===== src/rtl/iovec_pkg.sv =====
// Shared types and constants for the iovec tristate bus master.
package iovec_pkg;

    localparam int CNT_W = 4;

    typedef enum logic [2:0] {
        IDLE   = 3'd0,
        DRIVE  = 3'd1,
        TURN   = 3'd2,
        SAMPLE = 3'd3,
        RESP   = 3'd4
    } iovec_state_e;

    // Cycle counts are parameters of type int; the wait counter only holds CNT_W bits.
    function automatic logic [CNT_W-1:0] to_count(input int cycles);
        return cycles[CNT_W-1:0];
    endfunction

endpackage


===== src/rtl/iovec_wait_counter.sv =====
// Loadable down-counter shared by the DRIVE, TURN and SAMPLE phases.
module iovec_wait_counter
    import iovec_pkg::*;
(
    input  logic             clk,
    input  logic             rst,
    input  logic             load,
    input  logic [CNT_W-1:0] load_value,
    output logic             done
);

    logic [CNT_W-1:0] count_r;

    // Load on state entry, otherwise count down and park at zero.
    always_ff @(posedge clk or posedge rst) begin
        if (rst) begin
            count_r <= {CNT_W{1'b0}};
        end else if (load) begin
            count_r <= load_value;
        end else if (count_r != {CNT_W{1'b0}}) begin
            count_r <= count_r - {{(CNT_W-1){1'b0}}, 1'b1};
        end else begin
            count_r <= count_r;
        end
    end

    // The owning state leaves on the cycle the count shows 1.
    assign done = (count_r == {{(CNT_W-1){1'b0}}, 1'b1});

endmodule


===== src/rtl/iovec_bus_master.sv =====
// Request/response master driving a bidirectional pin vector through an
// external tristate buffer: timed writes with turnaround, delayed-sample reads.
module iovec_bus_master
    import iovec_pkg::*;
#(
    parameter int IOVEC_WIDTH  = 8,
    parameter int WR_CYCLES    = 2,
    parameter int TURNAROUND   = 1,
    parameter int SAMPLE_DELAY = 2
) (
    input  logic                   CLK,
    input  logic                   RST,
    input  logic                   req__ENA,
    output logic                   req__RDY,
    input  logic                   req_write,
    input  logic [IOVEC_WIDTH-1:0] req_data,
    output logic                   rsp__ENA,
    input  logic                   rsp__RDY,
    output logic [IOVEC_WIDTH-1:0] rsp_data,
    output logic [IOVEC_WIDTH-1:0] pins_I,
    output logic                   pins_T,
    input  logic [IOVEC_WIDTH-1:0] pins_O
);

    localparam logic HAS_TURN = (TURNAROUND != 32'sd0);

    iovec_state_e               state_r;
    iovec_state_e               next_state_s;
    logic                       cnt_load_s;
    logic [CNT_W-1:0]           cnt_value_s;
    logic                       cnt_done_s;
    logic                       accept_s;
    logic                       capture_s;
    logic                       rdy_r;
    logic                       pins_t_r;
    logic                       rsp_ena_r;
    logic [IOVEC_WIDTH-1:0]     pins_i_r;
    logic [IOVEC_WIDTH-1:0]     rsp_data_r;

    // rdy_r is low through reset, so a request can never slip in on the first edge after it.
    assign accept_s  = req__ENA & rdy_r;
    assign capture_s = (state_r == SAMPLE) & cnt_done_s;

    iovec_wait_counter u_wait (
        .clk        (CLK),
        .rst        (RST),
        .load       (cnt_load_s),
        .load_value (cnt_value_s),
        .done       (cnt_done_s)
    );

    // Next-state and counter-load decode.
    always_comb begin
        next_state_s = state_r;
        cnt_load_s   = 1'b0;
        cnt_value_s  = {CNT_W{1'b0}};
        case (state_r)
            IDLE: begin
                if (accept_s) begin
                    cnt_load_s = 1'b1;
                    if (req_write) begin
                        next_state_s = DRIVE;
                        cnt_value_s  = to_count(WR_CYCLES);
                    end else begin
                        next_state_s = SAMPLE;
                        cnt_value_s  = to_count(SAMPLE_DELAY);
                    end
                end else begin
                    next_state_s = IDLE;
                end
            end
            DRIVE: begin
                if (cnt_done_s) begin
                    if (HAS_TURN) begin
                        next_state_s = TURN;
                        cnt_load_s   = 1'b1;
                        cnt_value_s  = to_count(TURNAROUND);
                    end else begin
                        next_state_s = IDLE;
                    end
                end else begin
                    next_state_s = DRIVE;
                end
            end
            TURN: begin
                if (cnt_done_s) begin
                    next_state_s = IDLE;
                end else begin
                    next_state_s = TURN;
                end
            end
            SAMPLE: begin
                if (cnt_done_s) begin
                    next_state_s = RESP;
                end else begin
                    next_state_s = SAMPLE;
                end
            end
            RESP: begin
                if (rsp__RDY) begin
                    next_state_s = IDLE;
                end else begin
                    next_state_s = RESP;
                end
            end
            default: begin
                next_state_s = IDLE;
            end
        endcase
    end

    // State register.
    always_ff @(posedge CLK or posedge RST) begin
        if (RST) begin
            state_r <= IDLE;
        end else begin
            state_r <= next_state_s;
        end
    end

    // Outputs are registered from the next state so they line up with it exactly.
    always_ff @(posedge CLK or posedge RST) begin
        if (RST) begin
            rdy_r      <= 1'b0;
            pins_t_r   <= 1'b1;
            rsp_ena_r  <= 1'b0;
            pins_i_r   <= {IOVEC_WIDTH{1'b0}};
            rsp_data_r <= {IOVEC_WIDTH{1'b0}};
        end else begin
            rdy_r     <= (next_state_s == IDLE);
            pins_t_r  <= (next_state_s != DRIVE);
            rsp_ena_r <= (next_state_s == RESP);
            if (accept_s && req_write) begin
                pins_i_r <= req_data;
            end else begin
                pins_i_r <= pins_i_r;
            end
            if (capture_s) begin
                rsp_data_r <= pins_O;
            end else begin
                rsp_data_r <= rsp_data_r;
            end
        end
    end

    assign req__RDY = rdy_r;
    assign pins_T   = pins_t_r;
    assign pins_I   = pins_i_r;
    assign rsp__ENA = rsp_ena_r;
    assign rsp_data = rsp_data_r;

endmodule


===== config.mk =====
export PLATFORM = sky130hd
export DESIGN_NAME = iovec_bus_master
export DESIGN_NICKNAME = d
export VERILOG_FILES = /design/src/rtl/iovec_pkg.sv /design/src/rtl/iovec_wait_counter.sv /design/src/rtl/iovec_bus_master.sv
export SDC_FILE = /design/constraint.sdc
export NUM_CORES = 1
export LEC_CHECK = 0
export BUFFER_PORTS_ARGS = -buffer_cell sky130_fd_sc_hd__buf_4
export CORE_AREA = 3 3 61 63
export CTS_BUF_LIST = sky130_fd_sc_hd__clkbuf_2 sky130_fd_sc_hd__clkbuf_4 sky130_fd_sc_hd__clkbuf_8
export DETAILED_ROUTE_END_ITERATION = 6
export DIE_AREA = 0 0 64 66
export GPL_TIMING_DRIVEN = 0
export SLEW_MARGIN = 20
export SYNTH_ARGS = -nofsm -noshare
export SYNTH_HDL_FRONTEND = slang
export SYNTH_SLANG_ARGS = --single-unit

===== constraint.sdc =====
create_clock -name CLK -period 4.4 [get_ports CLK]
set_input_delay 0.88 -clock CLK [delete_from_list [all_inputs] [get_ports CLK]]
set_output_delay 0.88 -clock CLK [all_outputs]
set_load 0.05 [all_outputs]

==> results of run 1 <==
[worst register-to-register path: stages, from the launching register on]
cell and delay (ns):
dfrtp_1 0.40, inv_1 0.09, ha_1 0.17, or3b_1 0.36, buf_6 0.15, nor2_8 0.17, mux2_2 0.35
[path summary, 6_finish.rpt]
kind	end	slack, ns	cells after the start
worst max-delay path	pins_T	2.48	1
worst min-delay path	pins_I[0]	0.52	1
worst max register to register	rsp_data[6]	2.61	6
worst min register to register	pins_I[0]	0.52	1
max in group asynchronous	u_wait.count_r[0]	3.03	2
min in group asynchronous	pins_I[4]	0.77	2
[stage by stage]
| step | worst slack [ns] | power, µW | utilization (%) |
|---|---|---|---|
| 2_1_floorplan | 2.725 | 919.6 | - |
| 5_1_grt | 2.434 | 1295 | 46.06 |
| 6_report | 2.475 | 1220 | 46.06 |
| 4_1_cts | 2.459 | 1232 | 46.06 |
| 3_3_place_gp | 2.553 | 1097 | 44.95 |
| 3_5_place_dp | 2.525 | 1112 | 44.95 |
[registers in the layout, summed over array words and instances, names as in the netlist]
name / count
pins_I: 8
pins_T: 1
req__RDY: 1
rsp__ENA: 1
rsp_data: 8
state_r: 3
u_wait.count_r: 4
[layout make-up]
cell class | count | area share (%)
multi-input cells | 51 | 29.61
repair buffers | 39 | 19.35
clock buffers | 4 | 2.399
plain buffers | 1 | 0.7444
inverters | 4 | 0.9926
well taps | 46 | 3.805
flip-flops and latches | 26 | 43.09
[logic make-up (layout without fill, tap and decap cells)]
family                     Yosys count  in the layout  synth area share (%)
muxes                               18             18                 17.78
and+or+nand+nor                     21             21                 12.56
xor gates and xnor gates             3              3                 2.334
adders and majority gates            2              2                 2.222
buffers and inverters                5             48                 2.333
AOI/OAI and AO/OA                    7              7                 4.890
DFF                                 26             26                 57.89
[synth_stat cells]
| library cell | n | share of area [%] |
|---|---|---|
| o2111ai_1 | 1 | 0.78 |
| nand2b_1 | 2 | 1.1 |
| nand2_1 | 1 | 0.33 |
| nor3b_1 | 2 | 1.3 |
| inv_1 | 4 | 1.3 |
| a21o_1 | 1 | 0.67 |
| o21ai_0 | 1 | 0.44 |
| nor2_8 | 1 | 1.8 |
| or3b_1 | 1 | 0.78 |
| xnor2_1 | 3 | 2.3 |
| dfstp_2 | 1 | 2.3 |
| nand3b_1 | 1 | 0.67 |
| mux2_2 | 16 | 16 |
| o21bai_1 | 1 | 0.67 |
| ha_1 | 2 | 2.2 |
| buf_6 | 1 | 1.0 |
| or2_1 | 1 | 0.56 |
| dfrtp_1 | 25 | 56 |
| or3b_2 | 1 | 0.78 |
| nor2_1 | 2 | 0.67 |
| nor4_1 | 3 | 1.7 |
| nand3_1 | 2 | 0.89 |
| mux2i_1 | 2 | 1.8 |
| o32ai_1 | 3 | 2.3 |
| or2_2 | 1 | 0.56 |
| nor3_1 | 2 | 0.89 |
| or3_1 | 1 | 0.56 |
[report_power, final]
group | leakage (µW) | total, µW | internal [µW] | switching, µW
registers | 0.000321 | 411 | 348 | 63.4
clock network | 0.0000210 | 118 | 50.6 | 67.0
logic | 0.000383 | 692 | 258 | 434
total | 0.000725 | 1220 | 656 | 565
[cell usage in the layout, fill, tap and decap left out, drive strengths merged]
cell type  instances
a21o               1
buf               40
clkbuf             4
dfrtp             25
dfstp              1
ha                 2
inv                4
mux2              16
mux2i              2
nand2              1
nand2b             2
nand3              2
nand3b             1
nor2               3
nor3               2
nor3b              2
nor4               3
o2111ai            1
o21ai              1
o21bai             1
o32ai              3
or2                2
or3                1
or3b               2
xnor2              3
[routing by layer]
metal  track usage (%)  vias to the layer above
met4             3.235                        0
met1             12.59                      372
li1                  -                      385
met3             3.571                        2
met2             17.55                       19
met5                 0                        -
==> run_results.csv, run 1 <==
group,metric,value,unit
run_status,status,"completed",
detailed_routing,topRoutingLayerUsed,"met4",
clocking,cts_max_level,1,
finish,n_antenna_cell,0,
synth,synth_fp_nets,105,
worst_setup_path,cp-end-kind,"output pin",
detailed_routing,routed_wl,2126,µm
min_path,hp-class,"reg2reg",
floorplan,num_io_pins,40,
worst_setup_path,critPathTopFamily,"flip-flops",
clocking,clk_latency,0.32,ns
timing,worst_slew_pin_slew,0.9709,ns
synth,syn_area_per_cell,13.73,µm²
worst_setup_path,r2r_start,"u_wait.count_r[1]",
clocking,cts.sinks,26,
synth,yosysSeqAreaShare,57.89,%
clocking,clock-root-buffer,"clkbuf_4",
detailed_routing,ant_nets,0,
floorplan,num_rows,21,
place,dp_hpwl,1627,µm
min_path,worstHoldStart,"pins_I[0]",
floorplan,die_h,66,µm
floorplan,placeableCoreArea,3284,µm²
grt,grt_overflow_total,0,
worst_setup_path,worstPathMaxFanout,1,
detailed_routing,routedWlPerCell,12.43,µm
detailed_routing,num_vias,778,
worst_setup_path,crit_path_start_kind,"flip-flop",
pwr,ir_worst_vdd,0.3642,mV
clocking,cts_buffer_depth,2,
detailed_routing,drc_errors,0,
finish,design_area,1513,µm²
clocking,cts_buffers,3,
finish,drive_gt1_share,51.20,%
grt,grt_antenna_before_repair,0,
finish,multi_input_area,447.9,µm²
grt,grt_first_pass_wirelength,3450,µm
floorplan,fp.dieW,64,µm
finish,area_growth,34.33,%
clocking,cts.clk_slew.worst_paths,0.14,ns
worst_setup_path,critPathSlowestCell,"dfstp_2",
pwr,p_per_area,806.6,nW/µm²
detailed_routing,wl_met2,1086,µm
timing,min_period,1.925,ns
place,place_area,1476,µm²
worst_setup_path,crit_arrival,1.04,ns
worst_setup_path,cp-startpoint,"pins_T",
finish,n_fill_cell,325,
timing,slew_violations,0,
timing,finClkSkew,0.01110,ns
synth,yosys.cell_types.count,27,
synth,yosys_warnings,0,
grt,grt_max_degree,27,
finish,stdcell_count,171,
detailed_routing,drt_pass1_iterations,4,
grt,grtUsageTotal,10.46,%
grt,grt_pass1_vias,763,
worst_setup_path,critPathBufInv,1,
detailed_routing,via_per_inst,4.550,
worst_setup_path,path_cells,"buf_4",
finish,layout.nets,149,
worst_setup_path,required,3.52,ns
finish,seq_area,651.9,µm²
synth,ys_ff_latch,26,
timing,fmax,519.5,MHz
flow_run,max_cap_viol_count,0,
floorplan,die_area,4224,µm²
floorplan,start_util,34.29,%
place,gp_congestion,0.6830,
worst_setup_path,path_class,"reg2out",
place,placed_cells,167,
timing,slew_headroom,35.20,%
timing,setup_viol,0,
synth,syn_inst,82,
clocking,cts_resized,0,
timing,grt_setup_unrepaired,"no",
timing,tns,0,ns
timing,holdWs,0.5229,ns
synth,synthesis.area,1126,µm²
clocking,post_cts_buffers,0,
pwr,static-leakage-power,0.0007249,µW
timing,finalCritPeriodShare,43.75,%
clocking,cts_tree,"done",
worst_setup_path,cpPeakStageDelay,0.54,ns
detailed_routing,wl_met3,118,µm
place,port_buffers,39,
detailed_routing,wl_met1,897,µm
timing,hold_viol,0,
clocking,hold_buffers,0,
detailed_routing,drt_iter0_markers,12,
No activity file was read; power rests on OpenSTA's default activity.
==> run 2: changes to the inputs <==
- ABC_AREA: not set -> 1
- CORE_AREA: 3 3 61 63 -> 3 3 62 64
- DIE_AREA: 0 0 64 66 -> 0 0 65 67
- clock period: 4.4 -> 1.95 ns (I/O delays scaled with it)
==> run 2 against run 1 <==
Global-route usage is 1.2 points higher. Core utilization is 0.55 points higher. Clock power grew to 3.1 times the previous value. Clock skew is 0.0018 ns lower. Combinational power is 140% higher. Synthesized cell count is 33% higher. Highest routed layer is now met3. Sequential share of layout area is 1.2 points lower. Worst hold slack worse by 0.28 ns. Non-clock buffer count stayed put. Flip-flop and latch count stayed put.
==> run_results.csv, run 2 <==
group,metric,value,unit
run_status,status,"completed",
clocking,cts_buffer_depth,2,
clocking,cts_buffers,3,
floorplan,die_area,4355,µm²
place,gp_congestion,0.7941,
synth,synth_area_leaders,"dfrtp_1, mux2_2, o21ai_2, inv_1, nand2_1",
worst_setup_path,crit_arrival,1.04,ns
timing,worst_slew_pin_slew,0.9591,ns
finish,layout.nets,176,
synth,ys.flop_type,"dfrtp_1",
detailed_routing,ant_nets,0,
finish,area_growth,34.96,%
timing,finalCritPeriodShare,73.37,%
floorplan,fp.dieW,65,µm
finish,n_fill_cell,347,
finish,seq_area,651.9,µm²
clocking,clk_latency,0.32,ns
worst_setup_path,ff2ff_setup_slack,0.61,ns
worst_setup_path,r2r_start,"u_wait.count_r[1]",
detailed_routing,via_per_inst,4.298,
place,place_area,1503,µm²
finish,layout_common_cells,"buf_4, dfrtp_1, inv_1",
floorplan,num_io_pins,40,
clocking,clock-root-buffer,"clkbuf_4",
synth,synth.top_cell.area_share,54.29,%
flow_run,max_cap_viol_count,0,
timing,slew_violations,0,
clocking,cts.clk_slew.worst_paths,0.14,ns
synth,synth-simple-area-share,15.64,%
finish,multi_input_area,417.9,µm²
clocking,cts_tree,"done",
synth,synthArstFlopShare,100.0,%
timing,setup_viol,0,
grt,use_met2,20.82,%
timing,holdWs,0.2408,ns
clocking,hold_buffers,0,
worst_setup_path,worstPathMaxFanout,1,
synth,yosysMostFrequentCell,"dfrtp_1",
grt,grt_use_met3,4.047,%
detailed_routing,drt_pass1_iterations,2,
timing,hold_viol,0,
synth,synth_compound_area_share,9.121,%
worst_setup_path,crit_path_end,"pins_T",
detailed_routing,drt_iter0_markers,25,
worst_setup_path,cpPeakStageDelay,0.54,ns
grt,gr-usage-met1,13.70,%
worst_setup_path,cp-startpoint,"pins_T",
place,port_buffers,39,
clocking,cts_resized,0,
min_path,hp-class,"in2reg",
finish,drive_gt1_share,44.08,%
timing,fmax,699.0,MHz
worst_setup_path,worst_r2r_path_depth,8,
worst_setup_path,critPathSlowestCell,"dfstp_2",
detailed_routing,routedWlPerCell,11.40,µm
grt,grt_overflow_total,0,
floorplan,start_util,34.53,%
worst_setup_path,cp-end-kind,"output pin",
worst_setup_path,required,1.56,ns
synth,synthesis.area,1152,µm²
synth,ys_ff_latch,26,
synth,synth_fp_nets,132,
timing,tns,0,ns
worst_setup_path,crit_path_start_kind,"flip-flop",
synth,synth_edf_count,0,
timing,min_period,1.431,ns
grt,grt_max_degree,27,
finish,n_antenna_cell,0,
finish,final_common_cell,"buf_4",
worst_setup_path,path_cells,"buf_4",
worst_setup_path,cp.depth,1,
clocking,cts.sinks,26,
floorplan,placeableCoreArea,3337,µm²
synth,synthXorXnorAreaFrac,1.520,%
detailed_routing,num_vias,851,
worst_setup_path,critPathBufInv,1,
synth,syn_inst,109,
worst_setup_path,timing.rr.end,"rsp_data[0]",
grt,grtUsageTotal,11.64,%
timing,finClkSkew,0.009253,ns
synth,synth_top_family_by_area,"simple AND/OR/NAND/NOR gates",
detailed_routing,drc_errors,0,
grt,grt_pass1_vias,892,
place,dp_hpwl,1784,µm
synth,yosysSeqAreaShare,56.57,%
pwr,ir_worst_vdd,0.8859,mV
synth,yosys.area.top_type,"dfrtp_1",
clocking,cts_max_level,1,
synth,yosys_warnings,0,
floorplan,die_h,67,µm
pwr,static-leakage-power,0.0008106,µW
timing,slew_headroom,35.99,%
synth,synthTopCellsByCount,"dfrtp_1, inv_1, nand2_1, mux2_2, o21ai_2",
floorplan,num_rows,21,
finish,design_area,1555,µm²
grt,top_usage_layer,"met2",
pwr,power,2971,µW
pwr,p_per_area,1910,nW/µm²
grt,grt_first_pass_wirelength,3946,µm
synth,synthAdderAreaFrac,2.172,%
clocking,post_cts_buffers,0,
synth,syn_area_per_cell,10.57,µm²
synth,yosys.cell_types.count,21,
timing,grt_setup_unrepaired,"no",
finish,utilization,46.61,%
grt,grt_antenna_before_repair,0,
worst_setup_path,critPathTopFamily,"flip-flops",
worst_setup_path,path_class,"reg2out",
synth,yosys-mux-area-fraction,7.818,%
detailed_routing,routed_wl,2258,µm
==> run 2: logic make-up after synthesis <==
family / count (synthesis)
and+or+nand+nor: 36
DFF: 26
buffers and inverters: 20
AOI/OAI and AO/OA: 15
muxes: 8
xor gates and xnor gates: 2
adders and majority gates: 2
==> run 2: area by class of cell <==
class | count | share of cell area, %
Buffer | 1 | 0.7241
Tap cell | 46 | 3.701
Inverter | 19 | 4.586
Clock inverter | 1 | 1.931
Clock buffer | 3 | 1.448
Sequential cell | 26 | 41.91
Timing Repair Buffer | 39 | 18.83
Multi-Input combinational cell | 63 | 26.87
==> run 2: stage by stage <==
stage	std cells	worst slack [ns]
after CTS	198	0.4955
after floorplan	109	0.6215
after global routing	198	0.4686
final	198	0.5193
after detailed placement	194	0.6098
after global placement	194	0.6364
==> run 2: power by group <==
part	internal, µW	switching (µW)
Clock	208	161
Sequential	797	160
Combinational	551	1090
Total	1560	1410
==> run 2: worst min-delay path by stage <==
stage | from | slack (ns) | endpoint | cells after the start
6_report | rsp__RDY | 0.24 | rsp__ENA | 2
5_1_grt | rsp__RDY | 0.23 | rsp__ENA | 2
4_1_cts | rsp__RDY | 0.23 | rsp__ENA | 2
3_5_place_dp | rsp_data[5] | 0.48 | rsp_data[5] | 2
3_3_place_gp | rsp_data[5] | 0.47 | rsp_data[5] | 2
2_1_floorplan | RST | 0.43 | pins_I[0] | 1
==> run 2: layer usage <==
layer  up-vias  wire length [µm]  share of wire (%)
met5         -                 0                  0
met3         0               116                5.1
li1        429                 -                  -
met4         0                 0                  0
met1       400               925                 41
met2        22              1217                 54
==> run 3: changes to the inputs <==
- clock period: 1.95 -> 1.3 ns (I/O delays scaled with it)
==> run 3 against run 2 <==
Clock skew up 0.00098 ns. The run now ends with setup timing left. Highest routed layer is now met4. Via count up 7.9%. Clock-buffer cell count stayed put. Flip-flop and latch count is the same.
==> run_results.csv, run 3 (same netlist as run 2, synthesis figures left out) <==
group,metric,value,unit
run_status,status,"complete, but fails checks",
run_status,failed_checks,"setup timing",
finish,final_common_cell,"buf_4",
timing,finalCritPeriodShare,101.0,%
floorplan,die_h,67,µm
worst_setup_path,cp_common_cell,"inv_2",
worst_setup_path,required,1.54,ns
detailed_routing,drt_iter0_markers,33,
timing,worst_slew_pin_slew,0.9304,ns
pwr,ir_worst_vdd,1.400,mV
detailed_routing,drt_pass1_iterations,2,
floorplan,placeableCoreArea,3337,µm²
pwr,p_per_area,2811,nW/µm²
timing,setup_viol,6,
grt,grt_antenna_before_repair,0,
worst_setup_path,path_cells,"inv_2 -> ha_4 -> nand2_4 -> inv_2 -> nand3_4 -> buf_6 -> nand2_2 -> o21ai_2",
clocking,cts.clk_slew.worst_paths,0.15,ns
finish,layout_common_cells,"buf_4, dfrtp_1, inv_1",
timing,grt_setup_unrepaired,"yes",
floorplan,die_area,4355,µm²
flow_run,max_cap_viol_count,0,
finish,seq_area,655.6,µm²
floorplan,start_util,34.53,%
grt,grt_pass1_vias,937,
detailed_routing,routed_wl,2546,µm
detailed_routing,num_vias,918,
place,place_area,1504,µm²
finish,layout.nets,179,
clocking,clock-root-buffer,"clkbuf_4",
pwr,power,4755,µW
pwr,static-leakage-power,0.0008423,µW
worst_setup_path,crit_arrival,1.55,ns
clocking,cts_buffers,3,
worst_setup_path,cpPeakStageDelay,0.44,ns
worst_setup_path,worstPathMaxFanout,5,
grt,grt_max_degree,27,
finish,stdcell_count,201,
detailed_routing,routedWlPerCell,12.67,µm
worst_setup_path,cp-end-kind,"flip-flop",
grt,grt_first_pass_wirelength,4064,µm
detailed_routing,drc_errors,0,
floorplan,fp.dieW,65,µm
floorplan,num_io_pins,40,
worst_setup_path,critPathBufInv,3,
timing,min_period,1.313,ns
timing,slew_headroom,37.59,%
floorplan,num_rows,21,
worst_setup_path,critPathTopFamily,"flip-flops",
detailed_routing,ant_nets,0,
timing,tns,-0.03687,ns
clocking,cts.sinks,26,
clocking,cts_max_level,1,
worst_setup_path,path_class,"reg2reg",
finish,n_fill_cell,334,
timing,slew_violations,0,
worst_setup_path,crit_path_start_kind,"flip-flop",
finish,area_growth,46.80,%
finish,drive_gt1_share,56.77,%
timing,finClkSkew,0.01024,ns
place,placed_cells,194,
clocking,clk_latency,0.33,ns
grt,grtUsageTotal,12.07,%
place,dpl_worst_slack,-0.07565,ns
timing,hold_viol,0,
place,dp_hpwl,1820,µm
min_path,hp-class,"in2async",
finish,design_area,1692,µm²
place,gp_congestion,0.7860,
finish,n_antenna_cell,0,
finish,multi_input_area,489.2,µm²
worst_setup_path,critPathSlowestCell,"dfrtp_1",
grt,grt_overflow_total,0,
clocking,cts_tree,"done",
timing,fmax,761.8,MHz
place,port_buffers,39,
detailed_routing,via_per_inst,4.567,
clocking,cts_buffer_depth,2,
timing,setup_slack,-0.01268,ns
clocking,hold_buffers,0,
-- run 3: cell types whose count changed in the layout (fill, tap and decap cells not counted), sizes merged --
cell	before	now
buf	40	43
clkinv	0	1
inv	19	18
-- run 3: repair_timing --
item                       CTS  global route
setup buffers                2             0
gates cloned                 1             0
pin swaps                    0             1
setup endpoints to repair   12            15
gates resized for setup      9            23
-- run 3: layout make-up --
| class | count | area share, % |
|---|---|---|
| clock buffers | 3 | 1.331 |
| well taps | 46 | 3.402 |
| inverters | 19 | 4.216 |
| repair buffers | 42 | 20.71 |
| flip-flops and latches | 26 | 38.76 |
| plain buffers | 1 | 0.8876 |
| clock inverters | 1 | 1.775 |
| multi-input cells | 63 | 28.92 |
-- run 3: stage by stage --
step / hold slack, ns / util, %
final: 0.002212 / 50.69
after CTS: 0.09486 / 48.82
after global routing: 0.04798 / 50.69
after floorplan: 0.2992 / -
after global placement: 0.4639 / 45.07
after detailed placement: 0.4662 / 45.07
-- run 3: path summary, 6_finish.rpt --
kind / startpoint / to / slack, ns / cells after the start
setup / recovery: u_wait.count_r[1] / rsp_data[3] / -0.01 / 8
hold / removal: RST / pins_I[0] / 0.002 / 2
setup reg to reg: u_wait.count_r[1] / rsp_data[3] / -0.01 / 8
hold reg to reg: rsp_data[5] / rsp_data[5] / 0.52 / 2
max in group asynchronous: RST / u_wait.count_r[0] / 0.82 / 2
min in group CLK: rsp__RDY / rsp__ENA / 0.09 / 2
-- run 3: where the power goes --
group | total (µW) | internal [µW] | switching, µW | leakage, µW
Combinational | 2670 | 963 | 1710 | 0.000510
Sequential | 1520 | 1210 | 317 | 0.000304
Clock | 559 | 312 | 247 | 0.0000279
Total | 4750 | 2480 | 2270 | 0.000842
-- run 3: metal layers --
| metal | vias up | GRT usage [%] | part of all wire [%] |
|---|---|---|---|
| li1 | 435 | - | - |
| met1 | 454 | 12.87 | 37 |
| met2 | 23 | 22.22 | 57 |
| met3 | 6 | 4.216 | 4.8 |
| met4 | 0 | 3.694 | 1.4 |
| met5 | - | 0 | 0 |
